<file path="config.mk">
export PLATFORM = sky130hd
export DESIGN_NAME = db_multi_flat
export DESIGN_NICKNAME = d
export VERILOG_FILES = /design/src/rtl/db_multi_if.sv /design/src/rtl/db_multi.sv /design/src/flat_wrapper.sv
export SDC_FILE = /design/constraint.sdc
export NUM_CORES = 1
export LEC_CHECK = 0
export ABC_AREA = 1
export BUFFER_PORTS_ARGS = -buffer_cell sky130_fd_sc_hd__buf_2
export CAP_MARGIN = 20
export CORE_MARGIN = 10
export CORE_UTILIZATION = 61
export DETAILED_ROUTE_END_ITERATION = 16
export GPL_TIMING_DRIVEN = 1
export PLACE_DENSITY_LB_ADDON = 0.12
export SLEW_MARGIN = 20
export SYNTH_ARGS = -nofsm -noshare
export SYNTH_HDL_FRONTEND = slang
export SYNTH_SLANG_ARGS = --single-unit
export TNS_END_PERCENT = 50
</file>
<file path="constraint.sdc">
create_clock -name slow_clk -period 1.65 [get_ports slow_clk]
set_input_delay 0.33 -clock slow_clk [delete_from_list [all_inputs] [get_ports slow_clk]]
set_output_delay 0.33 -clock slow_clk [all_outputs]
set_load 0.01 [all_outputs]
</file>
<file path="src/rtl/db_multi_if.sv">
// Button conditioner bus: raw inputs and repeat enable in, debounced level and pulses out.
interface db_multi_if #(
   parameter int N_CH = 4
);
   logic [N_CH-1:0] sig_in;
   logic            rpt_en;
   logic [N_CH-1:0] btn_level;
   logic [N_CH-1:0] btn_press;
   logic [N_CH-1:0] btn_release;
   logic            any_press;

   modport master (
      output sig_in, rpt_en,
      input  btn_level, btn_press, btn_release, any_press
   );

   modport slave (
      input  sig_in, rpt_en,
      output btn_level, btn_press, btn_release, any_press
   );
endinterface

</file>
<file path="src/rtl/db_multi.sv">
// Multi-channel button conditioner: synchroniser, counter debounce, press/release pulses
// and optional auto-repeat of the press pulse while a button is held.
module db_multi #(
   parameter int N_CH         = 4,
   parameter int SYNC_STAGES  = 2,
   parameter int STABLE_CNT   = 4,
   parameter int ACTIVE_LOW   = 0,
   parameter int REPEAT_DELAY = 250,
   parameter int REPEAT_RATE  = 50
) (
   input logic       slow_clk,
   input logic       rst_n,
   db_multi_if.slave bus
);

   localparam int CNT_W = $clog2(STABLE_CNT + 1);
   localparam int MAX_R = (REPEAT_DELAY > REPEAT_RATE) ? REPEAT_DELAY : REPEAT_RATE;
   localparam int RC_W  = (MAX_R > 1) ? $clog2(MAX_R) : 1;

   localparam logic [CNT_W-1:0] CNT_LAST = CNT_W'(STABLE_CNT - 1);
   localparam logic [RC_W-1:0]  RD_LAST  = RC_W'(REPEAT_DELAY - 1);
   localparam logic [RC_W-1:0]  RR_LAST  = RC_W'(REPEAT_RATE - 1);
   localparam logic             POL      = (ACTIVE_LOW != 0);

   localparam logic [1:0] IDLE = 2'd0;
   localparam logic [1:0] HOLD = 2'd1;
   localparam logic [1:0] RPT  = 2'd2;

   logic [N_CH-1:0]        x_in;
   logic [SYNC_STAGES-1:0] sync_p0 [N_CH];
   logic [SYNC_STAGES-1:0] sync_d  [N_CH];
   logic [CNT_W-1:0]       cnt_p1  [N_CH];
   logic [CNT_W-1:0]       cnt_d   [N_CH];
   logic [1:0]             st_p1   [N_CH];
   logic [1:0]             st_d    [N_CH];
   logic [RC_W-1:0]        rc_p1   [N_CH];
   logic [RC_W-1:0]        rc_d    [N_CH];
   logic [N_CH-1:0]        level_p1, level_d;
   logic [N_CH-1:0]        press_p1, press_d;
   logic [N_CH-1:0]        rel_p1,   rel_d;

   assign x_in = bus.sig_in ^ {N_CH{POL}};

   always_comb begin
      for (int i = 0; i < N_CH; i++) begin
         sync_d[i]   = {sync_p0[i][SYNC_STAGES-2:0], x_in[i]};
         cnt_d[i]    = '0;
         level_d[i]  = level_p1[i];
         st_d[i]     = st_p1[i];
         rc_d[i]     = rc_p1[i];
         press_d[i]  = 1'b0;
         rel_d[i]    = 1'b0;

         if (sync_p0[i][SYNC_STAGES-1] != level_p1[i]) begin
            if (cnt_p1[i] == CNT_LAST) level_d[i] = sync_p0[i][SYNC_STAGES-1];
            else                       cnt_d[i]   = cnt_p1[i] + 1'b1;
         end

         // A falling level always wins over a repeat pulse due on the same edge.
         rel_d[i] = level_p1[i] & ~level_d[i];

         case (st_p1[i])
            IDLE: begin
               if (level_d[i] & ~level_p1[i]) begin
                  st_d[i]    = HOLD;
                  rc_d[i]    = '0;
                  press_d[i] = 1'b1;
               end
            end
            HOLD: begin
               if (rel_d[i]) begin
                  st_d[i] = IDLE;
               end else if (!bus.rpt_en) begin
                  rc_d[i] = '0;
               end else if (rc_p1[i] == RD_LAST) begin
                  st_d[i]    = RPT;
                  rc_d[i]    = '0;
                  press_d[i] = 1'b1;
               end else begin
                  rc_d[i] = rc_p1[i] + 1'b1;
               end
            end
            RPT: begin
               if (rel_d[i]) begin
                  st_d[i] = IDLE;
               end else if (!bus.rpt_en) begin
                  st_d[i] = HOLD;
                  rc_d[i] = '0;
               end else if (rc_p1[i] == RR_LAST) begin
                  rc_d[i]    = '0;
                  press_d[i] = 1'b1;
               end else begin
                  rc_d[i] = rc_p1[i] + 1'b1;
               end
            end
            default: begin
               st_d[i] = IDLE;
               rc_d[i] = '0;
            end
         endcase
      end
   end

   // p0: synchroniser chain; p1: filter, repeat FSM and registered outputs
   always_ff @(posedge slow_clk or negedge rst_n) begin
      if (!rst_n) begin
         for (int i = 0; i < N_CH; i++) begin
            sync_p0[i] <= '0;
            cnt_p1[i]  <= '0;
            st_p1[i]   <= IDLE;
            rc_p1[i]   <= '0;
         end
         level_p1 <= '0;
         press_p1 <= '0;
         rel_p1   <= '0;
      end else begin
         for (int i = 0; i < N_CH; i++) begin
            sync_p0[i] <= sync_d[i];
            cnt_p1[i]  <= cnt_d[i];
            st_p1[i]   <= st_d[i];
            rc_p1[i]   <= rc_d[i];
         end
         level_p1 <= level_d;
         press_p1 <= press_d;
         rel_p1   <= rel_d;
      end
   end

   assign bus.btn_level   = level_p1;
   assign bus.btn_press   = press_p1;
   assign bus.btn_release = rel_p1;
   assign bus.any_press   = |press_p1;

endmodule

</file>
<file path="src/flat_wrapper.sv">
// flat-port wrapper written by rule: the top's interface ports become plain ports
module db_multi_flat 
#(
   parameter int N_CH         = 4,
   parameter int SYNC_STAGES  = 2,
   parameter int STABLE_CNT   = 4,
   parameter int ACTIVE_LOW   = 0,
   parameter int REPEAT_DELAY = 250,
   parameter int REPEAT_RATE  = 50
)
  (slow_clk, rst_n, bus_sig_in, bus_rpt_en, bus_btn_level, bus_btn_press, bus_btn_release, bus_any_press);
  db_multi_if #(.N_CH(N_CH)) bus_i ();
  input logic slow_clk;
  input logic rst_n;
  input wire logic [$bits(bus_i.sig_in)-1:0] bus_sig_in;
  input wire logic [$bits(bus_i.rpt_en)-1:0] bus_rpt_en;
  output wire logic [$bits(bus_i.btn_level)-1:0] bus_btn_level;
  output wire logic [$bits(bus_i.btn_press)-1:0] bus_btn_press;
  output wire logic [$bits(bus_i.btn_release)-1:0] bus_btn_release;
  output wire logic [$bits(bus_i.any_press)-1:0] bus_any_press;
  assign bus_i.sig_in = bus_sig_in;
  assign bus_i.rpt_en = bus_rpt_en;
  assign bus_btn_level = bus_i.btn_level;
  assign bus_btn_press = bus_i.btn_press;
  assign bus_btn_release = bus_i.btn_release;
  assign bus_any_press = bus_i.any_press;
  db_multi #(.N_CH(N_CH), .SYNC_STAGES(SYNC_STAGES), .STABLE_CNT(STABLE_CNT), .ACTIVE_LOW(ACTIVE_LOW), .REPEAT_DELAY(REPEAT_DELAY), .REPEAT_RATE(REPEAT_RATE)) u_core (.slow_clk(slow_clk), .rst_n(rst_n), .bus(bus_i));
endmodule
</file>
======== Word-level counts from Yosys, hierarchy flattened ========
Cells that the tools add are included.
operators by class
  reductions and logical operators ........ 13
  bitwise gates (word level) .............. 16
  equality and inequality tests ........... 48
  muxes and demuxes ....................... 105
  $add $sub $neg .......................... 8
operators by type and width
  cell                 count
  $mux 8               28
  $pmux 8 s3           4
  $mux 2               21
  $mux 1               36
  $add 8x1->8 const B  4
  $eq 8x6->1 const B   4
  $eq 8x8->1 const B   4
  $mux 3               8
  $ne 3x2->1 const B   8
  $pmux 2 s3           4
  $ne 2x2->1 const B   8
  $reduce_and 4->1     4
  $add 3x1->3 const B  4
  $eq 3x2->1 const B   4
  $ne 3x1->1 const B   4
  $pmux 1 s3           4
  $reduce_and 3->1     4
  $and 1x1->1          8
  $eq 2x1->1 const B   4
  $eq 2x2->1 const B   4
  $logic_not 2->1      4
  $ne 2x1->1 const B   4
  $not 1->1            8
  $ne 1x1->1           4
  $reduce_or 4->1      1
storage, ports and cells
  bits of input ports ..................... 7
  register bits after elaboration ......... 72
  output and inout port bits .............. 13
  word-level logic and storage cells ...... 209

======== Depth between registers and ports, before layout ========
Gate-level depths: netlist of run 1.
  depth after elaboration ................. 7
  gate-level depth with buffers ........... 11
  depth with buffers taken out ............ 11

======== Least setup slack after synthesis of run 1 ========
Ideal clock, no wire load.
  path type ............................... reg-to-reg
  start ................................... reg u_core.st_p1[2] (netlist name)
  end ..................................... reg u_core.rc_p1[13] (netlist name)
  path buffers ............................ 0
  arrival ................................. 1295 ps
  setup time .............................. 114 ps
  path slack .............................. 241 ps
  stages on the path, launching flop included .. 10
  clock period less this slack ............ 1409 ps
  required time ........................... 1536 ps
  cell sequence ........................... dfrtp_1 -> inv_1 -> ha_1 -> or2_1 -> nand3_2 -> nand2_4 -> inv_4 -> nand3_1 -> nand3_1 -> inv_1
on the way
  cells in the longest elaborated chain, start to end .. 3
  elaborated cells between the ends (all ways) .. 8
  classes of those cells .................. eq/ne (5); mux (1); reduce/logical (2)
ends and longest elaborated chain
  item                                                       RTL line         text
  from (decl)                                                db_multi.sv:34   logic [1:0] st_p1 [N_CH];
  from (signal, indexed assignment)                          db_multi.sv:120  st_p1[i] <= st_d[i];
  $eq 2x2->1 (tied with other cells)                         db_multi.sv:62   case (st_p1[i])
  $ne 2x2->1 (no line) / $ne 2x1->1 (equally long branches)  --
  $reduce_and 3->1 (no line)                                 --
  to (signal, indexed assignment)                            db_multi.sv:121  rc_p1[i] <= rc_d[i];
  to (decl)                                                  db_multi.sv:36   logic [RC_W-1:0] rc_p1 [N_CH];
Several ways; a longest one is shown, not always the timed one.
A chain may end at the register's enable or synchronous reset.

======== Worst setup path in the final report of run 1 ========
  start ................................... reg u_core.press_p1[3] (netlist: u_core.bus.btn_press[3])
  end ..................................... out bus_any_press
on the way
  cells in the longest elaborated chain, start to end .. 1
ends and longest elaborated chain
  item                    RTL line            text
  from (decl)             db_multi.sv:39      logic [N_CH-1:0] press_p1, press_d;
  from (signal assigned)  db_multi.sv:124     press_p1 <= press_d;
  $reduce_or 4->1         db_multi.sv:132     assign bus.any_press = |press_p1;
  to (decl)               flat_wrapper.sv:20  output wire logic [$bits(bus_i.any_press)-1:0] bus_any_press;
Every way passes these cells.

==> reports/metrics.yaml, run 1 <==
cells_and_area:
  ff_latch_area_sq_um: 1802
  nFillCells: 562
  layout-drive-gt1-share: 0.1502
  diodes: 0
  fin_nets: 616
  syn_to_final_growth_pct: 10.65
  multi_input_area_sq_um: 2017
synth:
  synth-main-ff-cell: "dfrtp_1"
  synth_area_leaders: "dfrtp_1 43%, nand2_1 14%, ha_1 8.4%"
  synth_edf_count: 0
  ys_types: 30
  async_flop_share: 1.000
  netlist_instances: 548
  syn-cell-area_sq_um: 4159
  ys_warn_count: 0
  synth_top_cell_by_area: "dfrtp_1"
  synth_nets: 583
  avgSynthCellArea_sq_um: 7.589
  ys_ff_latch: 72
  synth.top_cell.area_share: 0.4332
  seq_area_frac_synth: 0.4332
route:
  routed_wl_mm: 7.677
  remaining_drc_errors: 0
  drt-initial-drc-count: 107
  vias: 3361
  first_pass_iters: 7
  viasPerCell: 5.047
  wl_per_cell_um: 11.53
  final_antenna_net_count: 0
clocking:
  cts-hold-fix-buffers: 0
  cts_buffer_depth: 2
  root_buffer: "clkbuf_8"
  clkTransAtPathRegs_ps: 80
  cts.sinks: 72
  cts_made_buffers: 9
  cts_tree: "done"
  cts_max_level: 3
  clock_latency_ps: 340
global_route:
  grt-ovfl-total: 0
  grt_max_degree: 73
  grt_antenna_before_repair: 0
  grt_pass1_vias: 3322
  grtUsageTotal: 0.1616
  grt_pass1_wl_mm: 14.01
placed_design:
  port_buffers: 19
  gp_congestion: 0.8734
  hpwlAfterDp_mm: 5.637
  pre_cts_slack_ps: 95.50
timing:
  fin_crit_sh: 1.028
  maxSlewHeadroom: 0.7519
  drv_slew: 0
  tightest_slew_ps: 369.3
  setup_violations: 1
  fmax_ghz: 0.5897
  period_needed_ps: 1696
  final_hold_viol_count: 4
  finalWorstSetupSlack_ps: -45.76
  finalClockSkew_ps: 6.928
  fin_tns_setup_ps: -45.76
  holdWs_ps: -1.542
  rsz0062_at_grt: "true"
critical_path:
  r2r_setup_slack_ps: 110
  worst_setup_path_end_kind: "output pin"
  r2r_end: "u_core.rc_p1[7]"
  cp.arrival_ps: 1370
  path_class: "reg2out"
  crit_fanout: 2
  crit_end: "bus_any_press"
  cp-start-kind: "register"
  rr_worst_depth: 11
  startpoint: "u_core.bus.btn_press[3]"
  worstPathRequired_ps: 1320
  reg2reg_from: "u_core.st_p1[0]"
power_and_ir_drop:
  p_leak_nw: 2.356
  p_per_area_nw_per_um2: 1341
  ir_drop_v: 0.0006904
floorplanning:
  io_pins: 20
  fp.dieH_um: 102.6
  die_x_um: 102.6
  fp-row-count: 30
  initial_utilization: 0.6190
  core_sq_um: 6719
  die-area_sq_um: 10520
status:
  status: "finished, violations left"
  violations: "hold timing, setup timing"
hold_path:
  worstHoldPathType: "in2async"
job:
  cap_viol_max_count: 0
==> layer usage <==
metal / up-vias / track usage / share of wire
li1: 1771 / - / -
met1: 1527 / 0.2002 / 0.48
met2: 47 / 0.2684 / 0.47
met3: 16 / 0.03083 / 0.036
met4: 0 / 0.07050 / 0.018
met5: - / 0 / 0
==> placed cells by master (no fill, tap or decap), types with 2 or more instances in the layout <==
cell,netlist,routed
nand2_1,152,151
inv_1,82,81
dfrtp_1,72,72
nor2_1,60,59
nand3_1,39,38
ha_1,28,24
o21ai_0,21,19
buf_2,1,19
nor3_1,14,14
o21ai_1,9,11
nor2_2,10,10
inv_2,9,9
clkbuf_8,0,9
nand2_2,7,8
a21oi_1,6,6
nand4_1,6,6
nor2_4,4,5
o21bai_1,5,5
nand2_4,4,4
ha_2,0,4
nand3_2,2,3
inv_4,3,3
clkbuf_1,0,3
clkinv_2,0,3
buf_4,0,3
o22ai_1,2,2
a21oi_2,2,2
nand3b_1,2,2
nor3_2,2,2
==> sequential cells by signal, indices dropped and copies added (netlist names) <==
signal / cells
u_core.sync_p0: 4
u_core.bus.btn_level: 4
u_core.st_p1: 8
u_core.sync_d: 4
u_core.cnt_p1: 12
u_core.bus.btn_release: 4
u_core.rc_p1: 32
u_core.bus.btn_press: 4
==> final cells by class <==
type / count / share of cell area
clock buffers: 12 / 0.02936
clock inverters: 4 / 0.009788
inverters: 94 / 0.07939
multi-input cells: 381 / 0.4383
flip-flops and latches: 72 / 0.3915
well taps: 80 / 0.02175
repair buffers: 23 / 0.02991
==> stage by stage <==
| step | area, sq um | cells | power (mW) | util |
|---|---|---|---|---|
| after floorplan | 4159 | 548 | 4.216 | - |
| after global placement | 4369 | 647 | 4.688 | 0.6503 |
| after detailed placement | 4369 | 647 | 4.771 | 0.6503 |
| after CTS | 4549 | 663 | 6.118 | 0.6771 |
| after global routing | 4602 | 666 | 6.743 | 0.6849 |
| final | 4602 | 666 | 6.170 | 0.6849 |
==> worst min path at each step <==
stage | endpoint | start
finish | u_core.bus.btn_level[0] | rst_n
global route | u_core.sync_p0[7] | rst_n
CTS | u_core.cnt_p1[9] | rst_n
detailed placement | u_core.sync_p0[5] | u_core.sync_d[5]
global placement | u_core.sync_p0[7] | u_core.sync_d[7]
floorplan | u_core.bus.btn_level[0] | rst_n
==> worst max-delay path, cell delays in order, from the launching register on <==
cell	delay, ps
dfrtp_1	370
or4_1	500
buf_2	150
==> repair_timing <==
item | CTS | global route
gates resized for setup | 0 | 13
endpoints found under the setup margin | 1 | 31
pin swaps | 1 | 3
setup buffers | 0 | 3
==> cells in the mapped netlist, types with 4 or more instances <==
| master | instances |
|---|---|
| o21ai_1 | 9 |
| nor3_1 | 14 |
| nand2_4 | 4 |
| nor2_4 | 4 |
| nand2_1 | 152 |
| dfrtp_1 | 72 |
| o21bai_1 | 5 |
| inv_1 | 82 |
| ha_1 | 28 |
| a21oi_1 | 6 |
| nand2_2 | 7 |
| nor2_2 | 10 |
| inv_2 | 9 |
| nand4_1 | 6 |
| nor2_1 | 60 |
| o21ai_0 | 21 |
| nand3_1 | 39 |
==> kinds of logic (layout without fill, tap and decap cells) <==
group | count (synthesis) | count (layout) | synth area share
flops | 72 | 72 | 0.4332
buf+inv | 95 | 133 | 0.08785
fa+ha+maj | 28 | 28 | 0.08424
xor+xnor | 1 | 1 | 0.002106
simple gates | 305 | 305 | 0.3294
compound gates | 47 | 47 | 0.06318
==> report_power, final <==
part / switching (mW) / internal, mW
Combinational: 1.64 / 0.895
Sequential: 0.262 / 2.05
Clock: 0.629 / 0.693
Power figures use the tool's default switching activity.
==> inputs of run 2 (changes only) <==
- CELL_PAD_IN_SITES_DETAIL_PLACEMENT: unset -> 0
- CELL_PAD_IN_SITES_GLOBAL_PLACEMENT: unset -> 1
- CORE_UTILIZATION: 61 -> 40
==> reports/metrics.yaml, run 2 (synthesis results as in run 1) <==
timing:
  finalWorstSetupSlack_ps: -83.62  # -37.86 ps
  final_hold_viol_count: 0  # -4
  fmax_ghz: 0.5768  # -2.2%
  holdWs_ps: 66.69  # +68.23 ps
  fin_tns_setup_ps: -83.62  # -37.86 ps
  fin_crit_sh: 1.051  # +0.02294
  period_needed_ps: 1734  # +37.86 ps
  maxSlewHeadroom: 0.7698  # +0.01786
  tightest_slew_ps: 342.7  # -26.58 ps
  rsz0062_at_grt: "true"
  finalClockSkew_ps: 8.491  # +1.563 ps
  drv_slew: 0  # unchanged
  setup_violations: 1  # unchanged
cells_and_area:
  largestRegisters: "u_core.rc_p1 x32, u_core.cnt_p1 x12, u_core.st_p1 x8"
  finish.utilization: 0.4629  # -0.2220
  ff_latch_area_sq_um: 1802  # unchanged
  layout_commonest_cell: "nand2_1"
  nFillCells: 1041  # +85%
  fin_nets: 621  # +0.81%
  top_register: "u_core.rc_p1"
  largest_reg_flops: 32  # unchanged
  finalInstanceArea_sq_um: 4736  # +2.9%
  multi_input_area_sq_um: 2013  # -0.19%
  diodes: 0  # unchanged
  layout-drive-gt1-share: 0.1557  # +0.005498
  final_cell_mix: "152 x nand2_1, 82 x inv_1, 72 x dfrtp_1"
  syn_to_final_growth_pct: 13.87
route:
  viasPerCell: 4.587  # -9.1%
  first_pass_iters: 4  # -3
  drt-initial-drc-count: 173  # +62%
  routed_wl_mm: 8.176  # +6.5%
  vias: 3335  # -0.77%
  top_layer: "met4"
  met3_length_um: 313  # +13%
  remaining_drc_errors: 0  # unchanged
  met1Wirelength_mm: 4.017  # +9.9%
  wl_met2_mm: 3.680  # +2.1%
  final_antenna_net_count: 0  # unchanged
  wl_per_cell_um: 11.25  # -2.4%
floorplanning:
  initial_utilization: 0.4065  # -0.2125
  die_x_um: 122.0  # +19%
  fp-row-count: 37  # +23%
  fp.dieH_um: 122.0  # +19%
  io_pins: 20  # unchanged
  core_sq_um: 10230  # +52%
  die-area_sq_um: 14880  # +41%
global_route:
  grt_pass1_vias: 3239  # -2.5%
  grtUsageTotal: 0.1233  # -0.03823
  grt-ovfl-total: 0  # unchanged
  grt_max_degree: 36  # -51%
  grt_pass1_wl_mm: 14.81  # +5.8%
  grt_antenna_before_repair: 0  # unchanged
job:
  cap_viol_max_count: 0  # unchanged
clocking:
  cts_tree: "done"
  root_buffer: "clkbuf_8"
  cts_buffer_depth: 2  # unchanged
  cts_made_buffers: 9  # unchanged
  cts_max_level: 3  # unchanged
  cts.sinks: 72  # unchanged
  clkTransAtPathRegs_ps: 70  # about the same
  clock_latency_ps: 360  # +20 ps
hold_path:
  worstHoldPathType: "in2reg"
  whs_path_depth: 1
placed_design:
  hpwlAfterDp_mm: 6.251  # +11%
  gp_congestion: 0.8044  # -7.9%
  port_buffers: 19  # unchanged
  place_area_sq_um: 4457  # +2.0%
critical_path:
  worstPathRequired_ps: 1320  # about the same
  cp.arrival_ps: 1400  # +30 ps
  path_class: "reg2out"
  worst_setup_path_end_kind: "output pin"
  cp-start-kind: "register"
  rr_worst_depth: 9  # -2
  crit_fanout: 2  # unchanged
power_and_ir_drop:
  p_leak_nw: 2.391  # +1.4%
  ir_drop_v: 0.0004997  # -28%
  p_per_area_nw_per_um2: 1345  # +0.31%
status:
  status: "finished, violations left"
  violations: "setup timing"
## run 2: final cells by class
| type | instances | share of cell area |
|---|---|---|
| repair buffers | 28 | 0.03937 |
| clock buffers | 13 | 0.03355 |
| multi-input cells | 381 | 0.4251 |
| flip-flops and latches | 72 | 0.3804 |
| clock inverters | 3 | 0.008454 |
| well taps | 136 | 0.03593 |
| inverters | 94 | 0.07715 |
## run 2: power breakdown
part / switching, mW / internal [mW] / total (mW)
logic: 1.66 / 0.957 / 2.62
registers: 0.253 / 2.05 / 2.30
clock network: 0.673 / 0.778 / 1.45
## run 2: timing repair
action	4_1_cts	5_1_grt
hold buffers	1	0
hold endpoints to repair	23	0
endpoints found under the setup margin	1	26
gates cloned	0	0
buffers inserted	0	5
gates resized for setup	0	12
pin swaps	1	1
## run 2: worst paths after layout
| path | startpoint | endpoint | slack, ps |
|---|---|---|---|
| setup / recovery | u_core.bus.btn_press[0] | bus_any_press | -80 |
| hold / removal | bus_sig_in[2] | u_core.sync_d[3] | 70 |
| setup reg to reg | u_core.st_p1[4] | u_core.rc_p1[23] | 130 |
| hold reg to reg | u_core.sync_d[7] | u_core.sync_p0[7] | 350 |
| max in group asynchronous | rst_n | u_core.rc_p1[27] | 730 |
| min in group asynchronous | rst_n | u_core.rc_p1[31] | 400 |
## run 2: critical path, cell delays in order (launching register included)
cell,delay [ps]
dfrtp_1,380
or4_4,530
buf_6,130
## run 2: per-layer routing
metal / up-vias / GRT usage
met5: - / 0
met4: 0 / 0.05812
li1: 1782 / -
met3: 9 / 0.03839
met1: 1505 / 0.1584
met2: 39 / 0.1851
## run 2: per-stage QoR
step / worst slack [ps] / std cells / total power, mW
6_report: -83.62 / 727 / 6.369
5_1_grt: -138.2 / 727 / 6.966
4_1_cts: -104.0 / 722 / 6.360
3_5_place_dp: 96.71 / 705 / 4.855
3_3_place_gp: 98.52 / 705 / 4.814
2_1_floorplan: 240.7 / 548 / 4.216
